File: src/rtl/uart_rx_ctrl_pkg.sv
// Shared definitions for the UART receiver: register map, STATUS layout, FSM states.
// Latency: n/a (types, constants and pure helper functions only).
// Backpressure: n/a.
package uart_rx_ctrl_pkg;

  // Word addresses (bridge addr[3:2]); 3 is reserved.
  localparam logic [1:0] ADDR_DATA    = 2'd0;
  localparam logic [1:0] ADDR_STATUS  = 2'd1;
  localparam logic [1:0] ADDR_DIVISOR = 2'd2;

  // STATUS bit positions.
  localparam int ST_NEMPTY  = 0;
  localparam int ST_FULL    = 1;
  localparam int ST_OVR     = 2;
  localparam int ST_FERR    = 3;
  localparam int ST_PERR    = 4;
  localparam int ST_CNT_LSB = 5;

  // Receiver FSM. RX_PARITY is only reachable in the 8E1 build.
  typedef enum logic [2:0] {
    RX_IDLE,
    RX_START,
    RX_DATA,
    RX_PARITY,
    RX_STOP
  } rx_state_t;

  // STATUS byte, MSB first so the field order matches the ST_* positions.
  typedef struct packed {
    logic [2:0] count;
    logic       perr;
    logic       ferr;
    logic       ovr;
    logic       full;
    logic       nempty;
  } status_t;

  // FIFO occupancy saturated to the 3-bit STATUS field.
  function automatic logic [2:0] clip_count(input logic [4:0] cnt);
    return (cnt > 5'd7) ? 3'd7 : cnt[2:0];
  endfunction

  // Divisors below 2 would make the half-bit wait zero; floor them at 2.
  function automatic logic [15:0] clamp_div(input logic [15:0] d);
    return (d < 16'd2) ? 16'd2 : d;
  endfunction

endpackage

File: src/rtl/uart_rx_fifo.sv
// Receive byte FIFO: synchronous push/pop with occupancy count and full/empty flags.
// Latency: a push is visible at head/count on the edge it is accepted; pop advances head on its edge.
// Backpressure: push on full is dropped unless a pop happens on the same edge; pop on empty is ignored.
//
// Ports: clk, reset (sync, active-high); push_vld/push_dat write side;
//        pop_rdy read side; head_dat, count, full, empty status.
module uart_rx_fifo #(
  parameter int unsigned DEPTH = 4,
  parameter int unsigned WIDTH = 8
) (
  input  logic                     clk,
  input  logic                     reset,
  input  logic                     push_vld,
  input  logic [WIDTH-1:0]         push_dat,
  input  logic                     pop_rdy,
  output logic [WIDTH-1:0]         head_dat,
  output logic [$clog2(DEPTH):0]   count,
  output logic                     full,
  output logic                     empty
);

  localparam int unsigned AW = $clog2(DEPTH);
  localparam int unsigned CW = AW + 1;

  logic [WIDTH-1:0] mem [DEPTH];
  logic [AW-1:0]    wr_ptr;
  logic [AW-1:0]    rd_ptr;
  logic             push_ok;
  logic             pop_ok;

  assign empty    = (count == '0);
  assign full     = (count == CW'(DEPTH));
  // A pop on the same edge frees the slot, so a push into a full FIFO still lands.
  assign push_ok  = push_vld && (!full || pop_rdy);
  assign pop_ok   = pop_rdy && !empty;
  assign head_dat = mem[rd_ptr];

  always_ff @(posedge clk) begin
    if (reset) begin
      wr_ptr <= '0;
      rd_ptr <= '0;
      count  <= '0;
    end else begin
      if (push_ok) wr_ptr <= wr_ptr + 1'b1;
      if (pop_ok)  rd_ptr <= rd_ptr + 1'b1;
      case ({push_ok, pop_ok})
        2'b10:   count <= count + 1'b1;
        2'b01:   count <= count - 1'b1;
        default: count <= count;
      endcase
    end
  end

  // Storage needs no reset: pointers and count define what is valid.
  always_ff @(posedge clk) begin
    if (push_ok) mem[wr_ptr] <= push_dat;
  end

endmodule

File: src/rtl/uart_rx_ctrl.sv
// Memory-mapped UART receiver: 8N1 (8E1 with UART_RX_PARITY_EN) deframer, byte FIFO, CPU registers, irq.
// Latency: byte reaches the FIFO (irq high) one edge after the stop-bit sample; rdata is combinational.
// Backpressure: none on the serial side; a byte arriving at a full FIFO is dropped and OVR is set.
//
// Ports: clk, reset (sync, active-high); uart_rxd async serial in (idle high);
//        addr/rd_en/wr_en/wdata/rdata word register bus (0 DATA, 1 STATUS, 2 DIVISOR, 3 reserved);
//        irq high while the FIFO holds data.
// Build option: define UART_RX_PARITY_EN for an even-parity bit between bit 7 and the stop bit.
module uart_rx_ctrl
  import uart_rx_ctrl_pkg::*;
#(
  parameter int unsigned DIV_RESET  = 2604,
  parameter int unsigned FIFO_DEPTH = 4
) (
  input  logic        clk,
  input  logic        reset,
  input  logic        uart_rxd,
  input  logic [1:0]  addr,
  input  logic        rd_en,
  input  logic        wr_en,
  input  logic [31:0] wdata,
  output logic [31:0] rdata,
  output logic        irq
);

  localparam int unsigned CNT_W = $clog2(FIFO_DEPTH) + 1;

  // Synchronizer
  logic rx_meta;
  logic rx_s;

  // Deframer
  rx_state_t   state;
  logic [15:0] div;
  logic [15:0] bit_cnt;
  logic [2:0]  bit_idx;
  logic [7:0]  shreg;
  logic        push_vld;
  logic [7:0]  push_dat;
`ifdef UART_RX_PARITY_EN
  logic        par_bad;
`endif

  // Sticky error flags
  logic ovr;
  logic ferr;
  logic perr;

  // FIFO side
  logic [7:0]       head_dat;
  logic [CNT_W-1:0] fifo_cnt;
  logic             fifo_full;
  logic             fifo_empty;

  // Bus decode
  logic    pop;
  logic    status_wr;
  logic    div_wr;
  logic    ovr_set;
  status_t status;

  assign pop       = rd_en && (addr == ADDR_DATA) && !fifo_empty;
  assign status_wr = wr_en && (addr == ADDR_STATUS);
  assign div_wr    = wr_en && (addr == ADDR_DIVISOR);
  // A pop on the push edge makes room, so only a push with no room overflows.
  assign ovr_set   = push_vld && fifo_full && !pop;

  // Two-flop synchronizer, reset to the idle (high) line level.
  always_ff @(posedge clk) begin
    if (reset) begin
      rx_meta <= 1'b1;
      rx_s    <= 1'b1;
    end else begin
      rx_meta <= uart_rxd;
      rx_s    <= rx_meta;
    end
  end

  // The FSM only reads div when it reloads bit_cnt, so a write never disturbs a bit in progress.
  always_ff @(posedge clk) begin
    if (reset) begin
      div <= 16'(DIV_RESET);
    end else if (div_wr) begin
      div <= clamp_div(wdata[15:0]);
    end
  end

  // Deframer FSM plus sticky flags. Clears are written first so a set on the same edge wins.
  always_ff @(posedge clk) begin
    if (reset) begin
      state    <= RX_IDLE;
      bit_cnt  <= '0;
      bit_idx  <= '0;
      shreg    <= '0;
      push_vld <= 1'b0;
      push_dat <= '0;
      ovr      <= 1'b0;
      ferr     <= 1'b0;
`ifdef UART_RX_PARITY_EN
      perr     <= 1'b0;
      par_bad  <= 1'b0;
`endif
    end else begin
      push_vld <= 1'b0;

      if (status_wr && wdata[ST_OVR])  ovr  <= 1'b0;
      if (status_wr && wdata[ST_FERR]) ferr <= 1'b0;
`ifdef UART_RX_PARITY_EN
      if (status_wr && wdata[ST_PERR]) perr <= 1'b0;
`endif
      if (ovr_set) ovr <= 1'b1;

      case (state)
        RX_IDLE: begin
          if (!rx_s) begin
            // Half a bit lands the start-bit check at its centre.
            bit_cnt <= div >> 1;
            state   <= RX_START;
          end
        end

        RX_START: begin
          if (bit_cnt != '0) begin
            bit_cnt <= bit_cnt - 16'd1;
          end else if (!rx_s) begin
            bit_cnt <= div - 16'd1;
            bit_idx <= '0;
            state   <= RX_DATA;
          end else begin
            // Line went back high before mid-bit: a glitch, not a frame.
            state <= RX_IDLE;
          end
        end

        RX_DATA: begin
          if (bit_cnt != '0) begin
            bit_cnt <= bit_cnt - 16'd1;
          end else begin
            shreg[bit_idx] <= rx_s;
            bit_cnt        <= div - 16'd1;
            bit_idx        <= bit_idx + 3'd1;
            if (bit_idx == 3'd7) begin
`ifdef UART_RX_PARITY_EN
              state <= RX_PARITY;
`else
              state <= RX_STOP;
`endif
            end
          end
        end

`ifdef UART_RX_PARITY_EN
        RX_PARITY: begin
          if (bit_cnt != '0) begin
            bit_cnt <= bit_cnt - 16'd1;
          end else begin
            // Even parity: the parity bit equals the XOR of the data bits.
            par_bad <= (rx_s != ^shreg);
            if (rx_s != ^shreg) perr <= 1'b1;
            bit_cnt <= div - 16'd1;
            state   <= RX_STOP;
          end
        end
`endif

        RX_STOP: begin
          if (bit_cnt != '0) begin
            bit_cnt <= bit_cnt - 16'd1;
          end else begin
            state <= RX_IDLE;
            if (!rx_s) begin
              ferr <= 1'b1;
`ifdef UART_RX_PARITY_EN
            end else if (!par_bad) begin
`else
            end else begin
`endif
              push_vld <= 1'b1;
              push_dat <= shreg;
            end
          end
        end

        default: state <= RX_IDLE;
      endcase
    end
  end

`ifndef UART_RX_PARITY_EN
  assign perr = 1'b0;
`endif

  uart_rx_fifo #(
    .DEPTH (FIFO_DEPTH),
    .WIDTH (8)
  ) u_fifo (
    .clk      (clk),
    .reset    (reset),
    .push_vld (push_vld),
    .push_dat (push_dat),
    .pop_rdy  (pop),
    .head_dat (head_dat),
    .count    (fifo_cnt),
    .full     (fifo_full),
    .empty    (fifo_empty)
  );

  assign irq = !fifo_empty;

  always_comb begin
    status        = '0;
    status.nempty = !fifo_empty;
    status.full   = fifo_full;
    status.ovr    = ovr;
    status.ferr   = ferr;
    status.perr   = perr;
    status.count  = clip_count(5'(fifo_cnt));
  end

  always_comb begin
    rdata = '0;
    case (addr)
      ADDR_DATA:    if (!fifo_empty) rdata[7:0] = head_dat;
      ADDR_STATUS:  rdata[7:0]  = status;
      ADDR_DIVISOR: rdata[15:0] = div;
      default:      rdata = '0;
    endcase
  end

  // Write-data bits with no register behind them.
  logic unused_wdata;
`ifdef UART_RX_PARITY_EN
  assign unused_wdata = ^wdata[31:16];
`else
  assign unused_wdata = ^{wdata[31:16], wdata[ST_PERR]};
`endif

endmodule

File: config.mk
export PLATFORM = sky130hd
export DESIGN_NAME = uart_rx_ctrl
export DESIGN_NICKNAME = d
export VERILOG_FILES = /design/src/rtl/uart_rx_ctrl_pkg.sv /design/src/rtl/uart_rx_fifo.sv /design/src/rtl/uart_rx_ctrl.sv
export SDC_FILE = /design/constraint.sdc
export NUM_CORES = 1
export LEC_CHECK = 0
export CORE_MARGIN = 2
export CORE_UTILIZATION = 40
export CTS_CLUSTER_DIAMETER = 200
export CTS_CLUSTER_SIZE = 10
export DETAILED_ROUTE_END_ITERATION = 8
export PLACE_DENSITY = 0.74
export SYNTH_ARGS = -nofsm -noshare
export SYNTH_HDL_FRONTEND = slang
export SYNTH_SLANG_ARGS = --single-unit
export TNS_END_PERCENT = 20
File: constraint.sdc
create_clock -name clk -period 4.09 [get_ports clk]
set_clock_uncertainty 0.2 [all_clocks]
set_input_delay 0.409 -clock clk [delete_from_list [all_inputs] [get_ports clk]]
set_output_delay 0.409 -clock clk [all_outputs]
set_load 0.05 [all_outputs]
Word-level counts from Yosys, hierarchy flattened
Memories as Yosys holds them, arrays and structs flattened. A register that Yosys moved wholly into a read port is not among the register bits.
Index checks and enable logic that the tools add are counted.
{"block": "totals", "register_bits": 66, "ram_bits": 32, "output_inout_bits": 33, "elab_cells": 109, "mem_count": 1}
{"memory": "u_fifo.mem", "depth": 4, "width": 8, "read_ports": 1, "rd_clocked_by_memory_dff": 1, "wr": 1, "line": "uart_rx_fifo.sv:25", "source": "logic [WIDTH-1:0] mem [DEPTH];"}
{"block": "op_classes", "n_bitwise": 2, "order_cmp": 3, "addsub": 7, "muxes": 36, "reduce_logical": 29, "eq_ne": 17}
{"cell": "$mux 16", "count": 6}
{"cell": "$pmux 16 s4", "count": 1}
{"cell": "$sub 16x1->16 const B", "count": 2}
{"cell": "$mux 3", "count": 8}
{"cell": "$pmux 8 s3", "count": 1}
{"cell": "$lt 16x2->1 const B", "count": 1}
{"cell": "$mux 8", "count": 2}
{"cell": "$reduce_bool 16->1", "count": 1}
{"cell": "$ne 2x2->1 const B", "count": 7}
{"cell": "$pmux 3 s2", "count": 2}
{"cell": "$pmux 3 s4", "count": 1}
{"cell": "$logic_and 1x1->1", "count": 11}
{"cell": "$mux 1", "count": 10}
{"cell": "$eq 3x3->1 const B", "count": 3}
{"cell": "$bwmux 8", "count": 1}
{"cell": "$reduce_and 4->1", "count": 2}
{"cell": "$add 3x1->3 const B", "count": 2}
{"cell": "$logic_not 3->1", "count": 2}
{"cell": "$mux 2", "count": 3}
{"cell": "$reduce_bool 2->1", "count": 3}
{"cell": "$reduce_and 5->1", "count": 1}
{"cell": "$add 2x1->2 const B", "count": 2}
{"cell": "$eq 2x1->1 const B", "count": 2}
{"cell": "$eq 2x2->1 const B", "count": 2}
{"cell": "15 further kinds", "count": 18}

Logic depth before layout (Yosys ltp)
{"block": "logic_depth", "depth_word": 7, "mapped_depth": 12, "ltp_nobuf": 11}

Cells and area by module
A second synthesis with hierarchy kept.
{"block": "unflattened", "cells_unflattened": 581, "hier_area_um2": 5451.5}
{"mod": "uart_rx_ctrl", "instances": 1, "cells_per_inst": 485, "seq_area_each_um2": 1181.1, "area_each_um2": 3806.2}
{"mod": "uart_rx_fifo", "instances": 1, "cells_per_inst": 96, "seq_area_each_um2": 1141.1, "area_each_um2": 1645.3}

Least setup slack after synthesis
OpenSTA, ideal clock, no wires.
{"block": "synth_timing", "path_kind": "register to register", "from": "reg bit_cnt[0]", "to": "reg shreg[4]", "setup_slack_ps": 1183, "synth_period_minus_slack_ps": 2907, "path_stages_with_launch": 11, "arrival_time_ps": 2580, "path_buffers": 2, "required_time_ps": 3762, "path_cell_list": "dfxtp_1 inv_1 ha_1 or3b_1 clkbuf_1 or3_1 buf_2 or4_4 nor4b_4 mux2i_1 nor2_1"}
{"block": "synth_between", "elab_chain_cells": 3}
{"element": "start, declared", "line": "uart_rx_ctrl.sv:35", "source": "logic [15:0] bit_cnt;"}
{"element": "start signal, assigned", "line": "uart_rx_ctrl.sv:117", "source": "bit_cnt <= div >> 1;"}
{"element": "start signal, assigned", "line": "uart_rx_ctrl.sv:124", "source": "bit_cnt <= bit_cnt - 16'd1;"}
{"element": "start signal, assigned", "line": "uart_rx_ctrl.sv:126", "source": "bit_cnt <= div - 16'd1;"}
{"element": "$reduce_bool 16->1", "line": "uart_rx_ctrl.sv:136", "source": "if (bit_cnt != '0) begin"}
{"element": "$not 1->1 (no source line)"}
{"element": "$reduce_and 2->1 (no source line)"}
{"element": "end signal, assigned by index", "line": "uart_rx_ctrl.sv:139", "source": "shreg[bit_idx] <= rx_s;"}
{"element": "end, declared", "line": "uart_rx_ctrl.sv:37", "source": "logic [7:0] shreg;"}
No other way between the ends.
A chain may end at the register's enable or synchronous reset.

Final worst setup path
{"block": "layout_timing", "from": "reg bit_cnt[0]", "to": "reg bit_cnt[9]"}
{"block": "layout_between", "elab_chain_cells": 3, "word_cells_on_any_way": 9}
{"element": "$sub 16x1->16 or $reduce_bool 16->1 (tied branches)"}
{"element": "$mux 16 (tied with other cells)", "line": "uart_rx_ctrl.sv:167", "source": "if (bit_cnt != '0) begin"}
{"element": "$pmux 16 s4 or $reduce_and 4->1 (tied branches)"}
Several ways; a longest one is shown, not always the timed one. The select of a mux whose other input is x is not followed.

==> results summary <==
The flow ran to the end, and the final reports show no timing, DRC or antenna violations. The max-slew violation count is 0. After the last flow step, the layout net total stands at 628. STA classifies the critical path startpoint as a flip-flop.

In this run the tightest slew margin relative to its limit is 46.23%. The clock transition at the registers of the reported paths came out at 80 ps. For the worst setup path, the data required time is 4160 ps. The classification of the worst setup path is reg2reg. The signal on the critical path passes through inv_1 > ha_1 > or3b_1 > or3_1 > nor2_1 > o32a_1 > a21oi_1 > a211oi_1. Of all cell types, the one taking the most synthesized area is sky130_fd_sc_hd__dfxtp_1. Summed over its instances, the top area cell type makes up 26.60% of the synthesized netlist area. The number of standard-cell rows in the floorplan came out at 41. The cell depth of the worst hold path is 1. For this run, the leading register cell type out of synthesis is sky130_fd_sc_hd__dfxtp_1. The startpoint identified for the worst register-to-register timing path is bit_cnt[0]. Each instance of the synthesized netlist takes up on average 9.171 µm². Once detail routing completed, the nets flagged for antenna violations numbered 0. The number of top-level design ports is 72.

The post-route met1 wirelength came out at 5.375 mm. The routed length per instance is 15.49 µm. The total of buffers placed on input and output ports is 39. Summed over all layers, the routed wires come to 11.71 mm.

Along the worst path, the maximum fanout reaches 16. Counting flops with a built-in enable in the synthesized netlist gives 32. The sequential share of the synthesized area came out at 45.38%. The reported max-cap violation count came out at 0. The number of buffers created by CTS is 9.

Routability-driven placement finished with a final weighted congestion of 0.9131. The mapped cell area is 5117 µm². The slew of the pin with the lowest slew margin came out at 786.2 ps.

The number of diodes added for antenna fixing is 0. The largest individual stage delay along the critical path comes from the cell sky130_fd_sc_hd__o32a_1. The number of H-tree levels is 3. The number of distinct library cells after synthesis came out at 58. Routed signal wires occupy layers up through met4. The maximum vdd ir drop is 254.3 µV. The quantity of hold-fixing buffers added after cts is 0.

CTS placed an instance of sky130_fd_sc_hd__clkbuf_16 at the clock tree root. In this design, the stage delay of the slowest critical-path cell is 610 ps. The x dimension of the die came out at 117.1 µm. The cell class contributing the biggest share of worst-path delay is simple AND/OR/NAND/NOR gates. STA classifies the critical path endpoint as a flip-flop. The clock latency on the worst-skew pair is 360 ps. Subtracting the final worst setup slack from the clock period gives 3292 ps. The post-CTS setup buffer count came out at 0.

After layout, the worst path uses 80.49% of the clock period. Synthesis inferred 100 register bits. The highest clock rate came out at 303.8 MHz. The total of endpoints with negative setup slack in the final report is 0. The die is 117.1 µm tall. The number of iterations in the first detailed-routing pass came out at 5. Detailed routing inserted a total of 4110 vias. The capture endpoint of the worst hold path is rx_s. The number of gates resized after CTS came out at 0. The proportion of power drawn by flip-flops and latches came out at 47.1%. TritonCTS built the clock tree. In this run the most critical hold path is launched from rx_meta. The internal power summed over all cells is 1.589 mW.

The endpoint identified for the worst register-to-register timing path is bit_cnt[9]. The overall die area came out at 13710 µm². Setup repair after global routing left no endpoint under its margin.

The depth of the worst register-to-register path is 8. The class of the tightest hold or removal check is reg2reg. The detailed-placement wirelength estimate came out at 8.254 mm. Once layout is complete, the utilization of the core stands at 46.68%. The initial cell density of the core came out at 40.72%. Entering global routing, the biggest net connects 63 pins. For this design the total switching power over the nets is 0.6803 mW. The clock power share came out at 37.3%. The number of DRC markers in iteration 0 came out at 307. The core area came out at 12570 µm². The data arrival at the endpoint of the critical path came out at 3360 ps. The combinational cell fraction of total power came out at 15.6%. For this run, asynchronously set or reset flops after synthesis account for 0%. In the post-synthesis netlist, the biggest area contributors are sky130_fd_sc_hd__dfxtp_1 (27%), sky130_fd_sc_hd__edfxtp_1 (19%), sky130_fd_sc_hd__nand2_1 (5.1%). The total routing resource utilization after global routing is 17.44%. The analysis attributes to cell leakage a power of 2.125 nW. The number of global-route vias before repair came to 3704. The first global-routing pass estimated 18.51 mm of wire. The slack of the worst reg-to-reg path is 800 ps.

The fraction of layout instances using a drive strength above 1 is 6.507%. The share of total power consumed by net switching came out at 29.98%. Together, buffers and inverters on the worst path number 1. Wire segments on met2 add up to 5.566 mm in the final route.

The aggregate global routing overflow is 0. The cell count after synthesis is 558. For this run, the number of Yosys warnings is 0. The number of antenna violations at the first check in global routing was 0.

The vias per cell is 5.437. The final hold violation count came out at 0. The number of clock sinks seen by CTS came out at 100. For this design the ratio of total power to cell area is 386.8 nW/µm².

The DRC violations left came out at 0. The number of buffers between clock root and the deepest sink came out at 2. The final total negative setup slack came out at 0 ps.

The wire length on met3 is 551 µm. The area overhead of the layout relative to synthesis came out at 14.65%.
cells by family after synthesis:
family                   Yosys count  synth area share [%]
AO/OA/AOI/OAI                    109                 13.18
XOR/XNOR                          22                 3.765
adder cells (fa/ha/maj)           10                 2.592
buffers and inverters             66                 6.088
flip-flops                       100                 45.38
multiplexers                      24                 6.650
other                              1               0.07328
AND/OR/NAND/NOR                  226                 22.27
cell usage in the layout (no fill, tap or decap), drive strengths merged, types with 7 or more instances in the layout:
master and instances:
a21oi 36, a22oi 9, and2 11, clkbuf 9, clkdlybuf4s50 38, conb 16
dfxtp 68, edfxtp 32, ha 9, inv 21, mux2i 16, mux4 8
nand2 69, nand3 12, nor2 59, nor3 16, nor4 15, o21ai 27
or3 7, xnor2 11, xor2 11
power by group through the flow:
stage	logic [mW]	clock network [mW]	registers, mW
final	0.354	0.846	1.07
after global routing	0.387	0.898	1.07
after CTS	0.349	0.856	1.07
after detailed placement	0.347	0	1.09
after global placement	0.341	0	1.09
after floorplan	0.278	0	1.08
stage by stage:
stage,instances,worst slack (ps),cell area (µm²),hold WS [ps],total power [mW]
2_1_floorplan,573,1183,5174,189.5,1.354
3_3_place_gp,740,910.4,5564,192.8,1.430
3_5_place_dp,740,811.0,5564,203.4,1.437
4_1_cts,756,770.3,5867,218.5,2.273
5_1_grt,756,623.6,5867,241.6,2.357
6_report,756,798.1,5867,217.2,2.269
flip-flops by register name (all words and copies together), names as in the netlist, 2 cells and up, named ones only:
register / cells
bit_cnt: 16
u_fifo.rd_ptr: 2
push_dat: 8
u_fifo.mem: 32
shreg: 8
bit_idx: 3
u_fifo.count: 3
div: 16
state: 3
u_fifo.wr_ptr: 2
Yosys cell counts, types with 5 or more instances:
| cell | count |
|---|---|
| sky130_fd_sc_hd__nor3_1 | 16 |
| sky130_fd_sc_hd__xnor2_1 | 11 |
| sky130_fd_sc_hd__xor2_1 | 11 |
| sky130_fd_sc_hd__edfxtp_1 | 32 |
| sky130_fd_sc_hd__nand3_1 | 12 |
| sky130_fd_sc_hd__mux2i_1 | 16 |
| sky130_fd_sc_hd__clkbuf_1 | 27 |
| sky130_fd_sc_hd__and2_1 | 10 |
| sky130_fd_sc_hd__inv_1 | 17 |
| sky130_fd_sc_hd__o32ai_1 | 5 |
| sky130_fd_sc_hd__nor4_1 | 14 |
| sky130_fd_sc_hd__o22ai_1 | 5 |
| sky130_fd_sc_hd__a22oi_1 | 9 |
| sky130_fd_sc_hd__nor2_1 | 59 |
| sky130_fd_sc_hd__mux4_2 | 8 |
| sky130_fd_sc_hd__buf_4 | 16 |
| sky130_fd_sc_hd__a211oi_1 | 6 |
| sky130_fd_sc_hd__o21ai_0 | 26 |
| sky130_fd_sc_hd__a21oi_1 | 36 |
| sky130_fd_sc_hd__nand2_1 | 69 |
| sky130_fd_sc_hd__ha_1 | 9 |
| sky130_fd_sc_hd__or3_1 | 7 |
| sky130_fd_sc_hd__dfxtp_1 | 68 |
how the worst max path moves through the flow:
stage	startpoint	end	slack [ps]	cells after the start
3_3_place_gp	addr[0]	u_fifo.count[2]	910	12
2_1_floorplan	bit_cnt[0]	shreg[4]	1180	10
6_report	bit_cnt[0]	bit_cnt[9]	800	8
3_5_place_dp	addr[0]	u_fifo.count[2]	810	12
4_1_cts	flip-flop	rdata[2]	770	4
5_1_grt	bit_cnt[0]	bit_cnt[0]	620	8
cell type report:
class	instances	area, µm²
fill	1157	6701
clock inverter	7	77.57
timing repair buffer	44	422.9
inverter	17	63.81
multi-input combinational	407	2540
clock buffer	9	225.2
sequential	100	2322
tap	172	215.2
metal layers:
| layer | up-vias | global-route usage (%) |
|---|---|---|
| li1 | 2014 | - |
| met1 | 1952 | 23.79 |
| met2 | 121 | 28.05 |
| met3 | 23 | 3.862 |
| met4 | 0 | 4.941 |
| met5 | - | 0 |
No activity file was read; power rests on OpenSTA's default activity.
